[src/rtl/gcd_arbiter.sv]
// -----------------------------------------------------------------------------
// gcd_arbiter
//
// Round-robin front end that shares a single GCD core among N requesters.
// The arbiter picks a requester, latches its operands and starts the core.
// It then waits for the core's done flag, guarded by a watchdog, and returns
// the result with a one-cycle acknowledge.
//
// Operand pairs in which either value is zero never reach the core. Their
// result is known to be op_a | op_b, so the arbiter answers them directly.
//
// Ports
//   clk         system clock, rising edge
//   reset       synchronous, active-high
//   req         [N]    request level per requester, held until its ack
//   op_a, op_b  [N*W]  operands, requester i at [i*W +: W]
//   ack         [N]    one-cycle acknowledge to the served requester
//   result      [W]    GCD result, valid while an ack bit is high
//   err         1      high with ack when the job was aborted by the watchdog
//   busy        1      high in every state except IDLE
//   gcd_start   1      one-cycle start pulse to the core
//   gcd_a/gcd_b [W]    operands to the core, held from latch through RESP
//   gcd_done    1      core done flag
//   gcd_result  [W]    core result, valid with gcd_done
//   gcd_abort   1      one-cycle pulse forcing the core back to idle
// -----------------------------------------------------------------------------
module gcd_arbiter #(
    parameter int N       = 4,
    parameter int W       = 8,
    parameter int TIMEOUT = 64
) (
    input  logic           clk,
    input  logic           reset,
    input  logic [N-1:0]   req,
    input  logic [N*W-1:0] op_a,
    input  logic [N*W-1:0] op_b,
    output logic [N-1:0]   ack,
    output logic [W-1:0]   result,
    output logic           err,
    output logic           busy,
    output logic           gcd_start,
    output logic [W-1:0]   gcd_a,
    output logic [W-1:0]   gcd_b,
    input  logic           gcd_done,
    input  logic [W-1:0]   gcd_result,
    output logic           gcd_abort
);

    localparam int SEL_W = $clog2(N);
    localparam int CNT_W = $clog2(TIMEOUT);

    localparam logic [SEL_W-1:0] LAST_RST = SEL_W'(N - 1);
    localparam logic [CNT_W-1:0] CNT_LAST = CNT_W'(TIMEOUT - 1);

    typedef enum logic [1:0] {
        S_IDLE  = 2'd0,
        S_ISSUE = 2'd1,
        S_WAIT  = 2'd2,
        S_RESP  = 2'd3
    } state_t;

    state_t             state_reg, state_next;
    logic [SEL_W-1:0]   sel_reg, sel_next;
    logic [SEL_W-1:0]   last_reg;
    logic [CNT_W-1:0]   cnt_reg;

    logic [N-1:0]       ack_reg, ack_next;
    logic [W-1:0]       result_reg, result_next;
    logic               err_reg, err_next;
    logic               busy_reg, busy_next;
    logic               start_reg, start_next;
    logic [W-1:0]       gcd_a_reg, gcd_b_reg;
    logic               resp_next;

    logic [W-1:0]       op_a_arr [N];
    logic [W-1:0]       op_b_arr [N];
    logic [W-1:0]       grant_a, grant_b;
    logic               grant_valid;
    logic [SEL_W-1:0]   grant_idx;
    logic               bypass;
    logic               timeout_hit;
    int                 cand_idx;

    // Unpack the flat operand buses into per-requester words.
    generate
        for (genvar gi = 0; gi < N; gi++) begin : g_unpack
            assign op_a_arr[gi] = op_a[gi*W +: W];
            assign op_b_arr[gi] = op_b[gi*W +: W];
        end
    endgenerate

    // Round-robin search: the first set request starting one past the last
    // served requester, wrapping at N. The sum last+k never exceeds 2N-1,
    // so a single conditional subtract replaces a modulo.
    always_comb begin
        grant_valid = 1'b0;
        grant_idx   = '0;
        cand_idx    = 0;
        for (int k = 1; k <= N; k++) begin
            cand_idx = int'(last_reg) + k;
            if (cand_idx >= N) begin
                cand_idx = cand_idx - N;
            end
            if (!grant_valid && req[cand_idx[SEL_W-1:0]]) begin
                grant_valid = 1'b1;
                grant_idx   = cand_idx[SEL_W-1:0];
            end
        end
    end

    assign grant_a     = op_a_arr[grant_idx];
    assign grant_b     = op_b_arr[grant_idx];
    assign bypass      = (grant_a == '0) || (grant_b == '0);
    assign timeout_hit = (cnt_reg == CNT_LAST);

    // State register
    always_ff @(posedge clk) begin
        if (reset) begin
            state_reg <= S_IDLE;
        end else begin
            state_reg <= state_next;
        end
    end

    // Next-state logic
    always_comb begin
        state_next = state_reg;
        case (state_reg)
            S_IDLE: begin
                if (grant_valid) begin
                    state_next = bypass ? S_RESP : S_ISSUE;
                end
            end
            S_ISSUE: state_next = S_WAIT;
            S_WAIT: begin
                if (gcd_done || timeout_hit) begin
                    state_next = S_RESP;
                end
            end
            S_RESP:  state_next = S_IDLE;
            default: state_next = S_IDLE;
        endcase
    end

    // Output logic: the values the output registers take on the next edge,
    // so that every handshake output leaves a flop.
    always_comb begin
        sel_next    = sel_reg;
        start_next  = 1'b0;
        busy_next   = (state_next != S_IDLE);
        resp_next   = 1'b0;
        result_next = '0;
        err_next    = 1'b0;
        case (state_reg)
            S_IDLE: begin
                if (grant_valid) begin
                    sel_next = grant_idx;
                    if (bypass) begin
                        resp_next   = 1'b1;
                        result_next = grant_a | grant_b;
                    end else begin
                        start_next = 1'b1;
                    end
                end
            end
            S_WAIT: begin
                // A done flag that arrives on the last watchdog cycle still wins.
                if (gcd_done) begin
                    resp_next   = 1'b1;
                    result_next = gcd_result;
                end else if (timeout_hit) begin
                    resp_next = 1'b1;
                    err_next  = 1'b1;
                end
            end
            default: ;
        endcase
    end

    generate
        for (genvar gi = 0; gi < N; gi++) begin : g_ack
            assign ack_next[gi] = resp_next && (sel_next == SEL_W'(gi));
        end
    endgenerate

    // The abort is decoded from the registered state and counter. It is gated
    // by gcd_done, so that a result arriving on the final watchdog cycle
    // does not also kill the core.
    assign gcd_abort = (state_reg == S_WAIT) && timeout_hit && !gcd_done;

    // Datapath and output registers
    always_ff @(posedge clk) begin
        if (reset) begin
            sel_reg    <= '0;
            last_reg   <= LAST_RST;
            cnt_reg    <= '0;
            ack_reg    <= '0;
            result_reg <= '0;
            err_reg    <= 1'b0;
            busy_reg   <= 1'b0;
            start_reg  <= 1'b0;
            gcd_a_reg  <= '0;
            gcd_b_reg  <= '0;
        end else begin
            sel_reg    <= sel_next;
            ack_reg    <= ack_next;
            result_reg <= result_next;
            err_reg    <= err_next;
            busy_reg   <= busy_next;
            start_reg  <= start_next;

            if (state_reg == S_IDLE && grant_valid) begin
                gcd_a_reg <= grant_a;
                gcd_b_reg <= grant_b;
            end

            if (state_reg == S_ISSUE) begin
                cnt_reg <= '0;
            end else if (state_reg == S_WAIT) begin
                cnt_reg <= cnt_reg + CNT_W'(1);
            end

            if (state_reg == S_RESP) begin
                last_reg <= sel_reg;
            end
        end
    end

    assign ack       = ack_reg;
    assign result    = result_reg;
    assign err       = err_reg;
    assign busy      = busy_reg;
    assign gcd_start = start_reg;
    assign gcd_a     = gcd_a_reg;
    assign gcd_b     = gcd_b_reg;

endmodule

[config.mk]
export PLATFORM = sky130hd
export DESIGN_NAME = gcd_arbiter
export DESIGN_NICKNAME = d
export VERILOG_FILES = /design/src/rtl/gcd_arbiter.sv
export SDC_FILE = /design/constraint.sdc
export NUM_CORES = 1
export LEC_CHECK = 0
export BUFFER_PORTS_ARGS = -buffer_cell sky130_fd_sc_hd__clkbuf_2
export CAP_MARGIN = 20
export CORE_ASPECT_RATIO = 1.5
export CORE_UTILIZATION = 35
export CTS_CLUSTER_SIZE = 20
export DETAILED_ROUTE_END_ITERATION = 6
export PLACE_DENSITY_LB_ADDON = 0.1
export SLEW_MARGIN = 20
export SYNTH_ARGS = -nofsm -noshare
export SYNTH_HDL_FRONTEND = slang
export SYNTH_SLANG_ARGS = --single-unit
[constraint.sdc]
create_clock -name clk -period 3.2 [get_ports clk]
set_input_delay 0 -clock clk [delete_from_list [all_inputs] [get_ports clk]]
set_output_delay 0 -clock clk [all_outputs]
set_load 0.01 [all_outputs]
==> impl_metrics.ini <==
[logic_synthesis]
synth_cell_type_count = 43
synth_commonest_cells = nand2_1, dfxtp_1, a21oi_1
synth.top_cells.by_area = dfxtp_1, nand2_1, a21oi_1, a221oi_1, and3_1
synth_edf_count = 0
synth_top_area_share_pct = 36.1
synth.most_common_cell = nand2_1
ys_seq_elements = 43
syn_avg_cell_area_um2 = 7.62
ys_warn_count = 0
syn_area_mm2 = 0.00238
synth_nets = 397
yosysSeqAreaShare_pct = 36.1
synth_area_leader_cell = dfxtp_1
postSynthCellCount = 313
synthFlopType = dfxtp_1
synthArstFlopShare_pct = 0

[cells_and_area]
final_nets = 510
fin_util_pct = 48.7
syn_to_final_growth_pct = 33.5
antenna_cells = 0
drive_above_1_share_pct = 32.6

[worst_setup_path]
cpMostUsedCell = buf_4
arrival_ps = 3080
max_stage_delay_ps = 470
crit_slowest_cell = dfxtp_1
cp_cell_sequence = mux2i_1 -> nor2_1 -> a211o_1 -> buf_4 -> a221oi_1 -> o22ai_1 -> nor4_2 -> a21oi_2 -> buf_4 -> o31ai_1
worstPathMaxFanout = 16
worstSetupEndpointType = flop
start_kind = flop
worst-setup-path-type = flop to flop
crit_required_ps = 3420

[global_route]
grt_pass1_wl_um = 12300
grt_max_degree = 24
grt.total_usage_pct = 21.8
antenna_found_initial = 0
grt-ovfl-total = 0
grt_pass1_vias = 2673

[sta]
slew_headroom_pct = 43.0
tightest_slew_ps = 853
fin_ws_ps = 343
setup_viol = 0
hold_violations = 0
totalNegativeSetupSlack_ps = 0
fin_crit_ps = 2860
period_share_pct = 89.3
whs_ps = 63.4
rsz0062_at_grt = false
fin_skew_ps = 6.91
slew_viol_final = 0
fmax_ghz = 0.350

[place]
place_congestion = 0.835
dp_slack_ps = 337
dp_hpwl_um = 5920
io_buffers = 110

[floorplanning]
core_mm2 = 0.00653
fp.dieW_um = 69.4
rows = 36
fp.dieH_um = 103
io_pins = 111
dieArea_mm2 = 0.00715
initial_core_util_pct = 36.5

[clock_tree]
clkLatencyLatePin_ps = 310
post_cts_buffers = 0
cts_tree = done
cts_resized = 0
root_buffer = clkbuf_8
ctsHoldBuffers = 8
cts.path.max_buffers = 2
htreeDepth = 2
clkTransAtPathRegs_ps = 90
cts_sinks = 43
numCtsBuffers = 5

[pwr]
cellPowerDensity_mw_per_mm2 = 483
ir_drop_uv = 280
leakage_uw = 0.00147
total_power_uw = 1540

[routing]
avgViaCountPerCell = 5.37
drc = 0
vias = 2702
routedWlPerCell_um = 15.1
drt_wl_total_um = 7620
ant_nets = 0
drtPass1Iterations = 4
first_iter_violations = 171

[status]
outcome = finished clean

[hold_path]
min_path_type = input pin to flop

[run]
max-cap-violations = 0
-- cells in the final DEF, fill, tap and decap left out, types with 2 or more instances in the layout --
cell type	n
buf_4	8
o31ai_2	5
nand2b_1	3
inv_1	6
and3_1	18
clkbuf_8	5
dfxtp_1	43
o21ai_0	6
nand2_1	64
clkbuf_2	110
or2_2	3
nand3_1	10
nor2_1	29
o22ai_1	6
dlygate4sd3_1	8
a21oi_1	36
mux2i_1	3
ha_1	5
a221oi_1	15
and2_1	2
nor2b_1	2
a22oi_1	8
nand4_1	3
o31ai_1	3
nor4_1	3
xor2_1	3
-- cells by family (layout without fill, tap and decap cells) --
group                    count (synthesis)  count (layout)  share of synthesized area [%]
AO/OA/AOI/OAI                           91              91                           26.4
buffers and inverters                   26             140                           5.14
flip-flops                              43              43                           36.1
AND/OR/NAND/NOR                        141             141                           27.0
XOR/XNOR                                 4               4                           1.47
multiplexers                             3               3                           1.26
adder cells (fa/ha/maj)                  5               5                           2.62
-- report_power, final --
group | switching, uW | internal [uW]
Sequential | 33.6 | 588
Combinational | 294 | 191
Clock | 198 | 232
-- per-layer routing --
layer	wire length (um)	vias up	GRT usage, %
met5	0	-	0
met1	2860	1257	22.4
met3	351	17	3.52
met4	252	0	9.73
li1	-	1349	-
met2	4160	79	43.2
-- critical path: cells and delay by family (launching register included) --
family	cells	cell delay, ps
AO/OA/AOI/OAI	5	1280
multiplexers	1	250
buffers and inverters	2	460
flip-flops	1	470
AND/OR/NAND/NOR	2	300
-- through the flow --
step / std cells / instance area, um^2
after global placement: 487 / 2990
after floorplan: 313 / 2380
after detailed placement: 487 / 2990
after global routing: 503 / 3180
final: 503 / 3180
after CTS: 503 / 3180
-- layout make-up --
cell class,instances,area [um^2]
clock buffers,5,68.8
clock inverters,3,43.8
fillers,667,3350
inverters,6,22.5
multi-input cells,244,1400
flip-flops and latches,43,861
well taps,76,95.1
repair buffers,126,691
-- worst paths after layout --
check / startpoint / slack, ps / end / cells after the start
worst min register to register: gcd_a[6]$_SDFFE_PP0P_ / 460 / gcd_a[6]$_SDFFE_PP0P_ / 2
worst max register to register: last_reg[1]$_SDFFE_PP1N_ / 340 / result[2]$_SDFF_PP0_ / 10
worst min-delay path: gcd_done / 60 / err$_SDFF_PP0_ / 3
worst max-delay path: last_reg[1]$_SDFFE_PP1N_ / 340 / result[2]$_SDFF_PP0_ / 10
(Power assumes the default switching activity.)
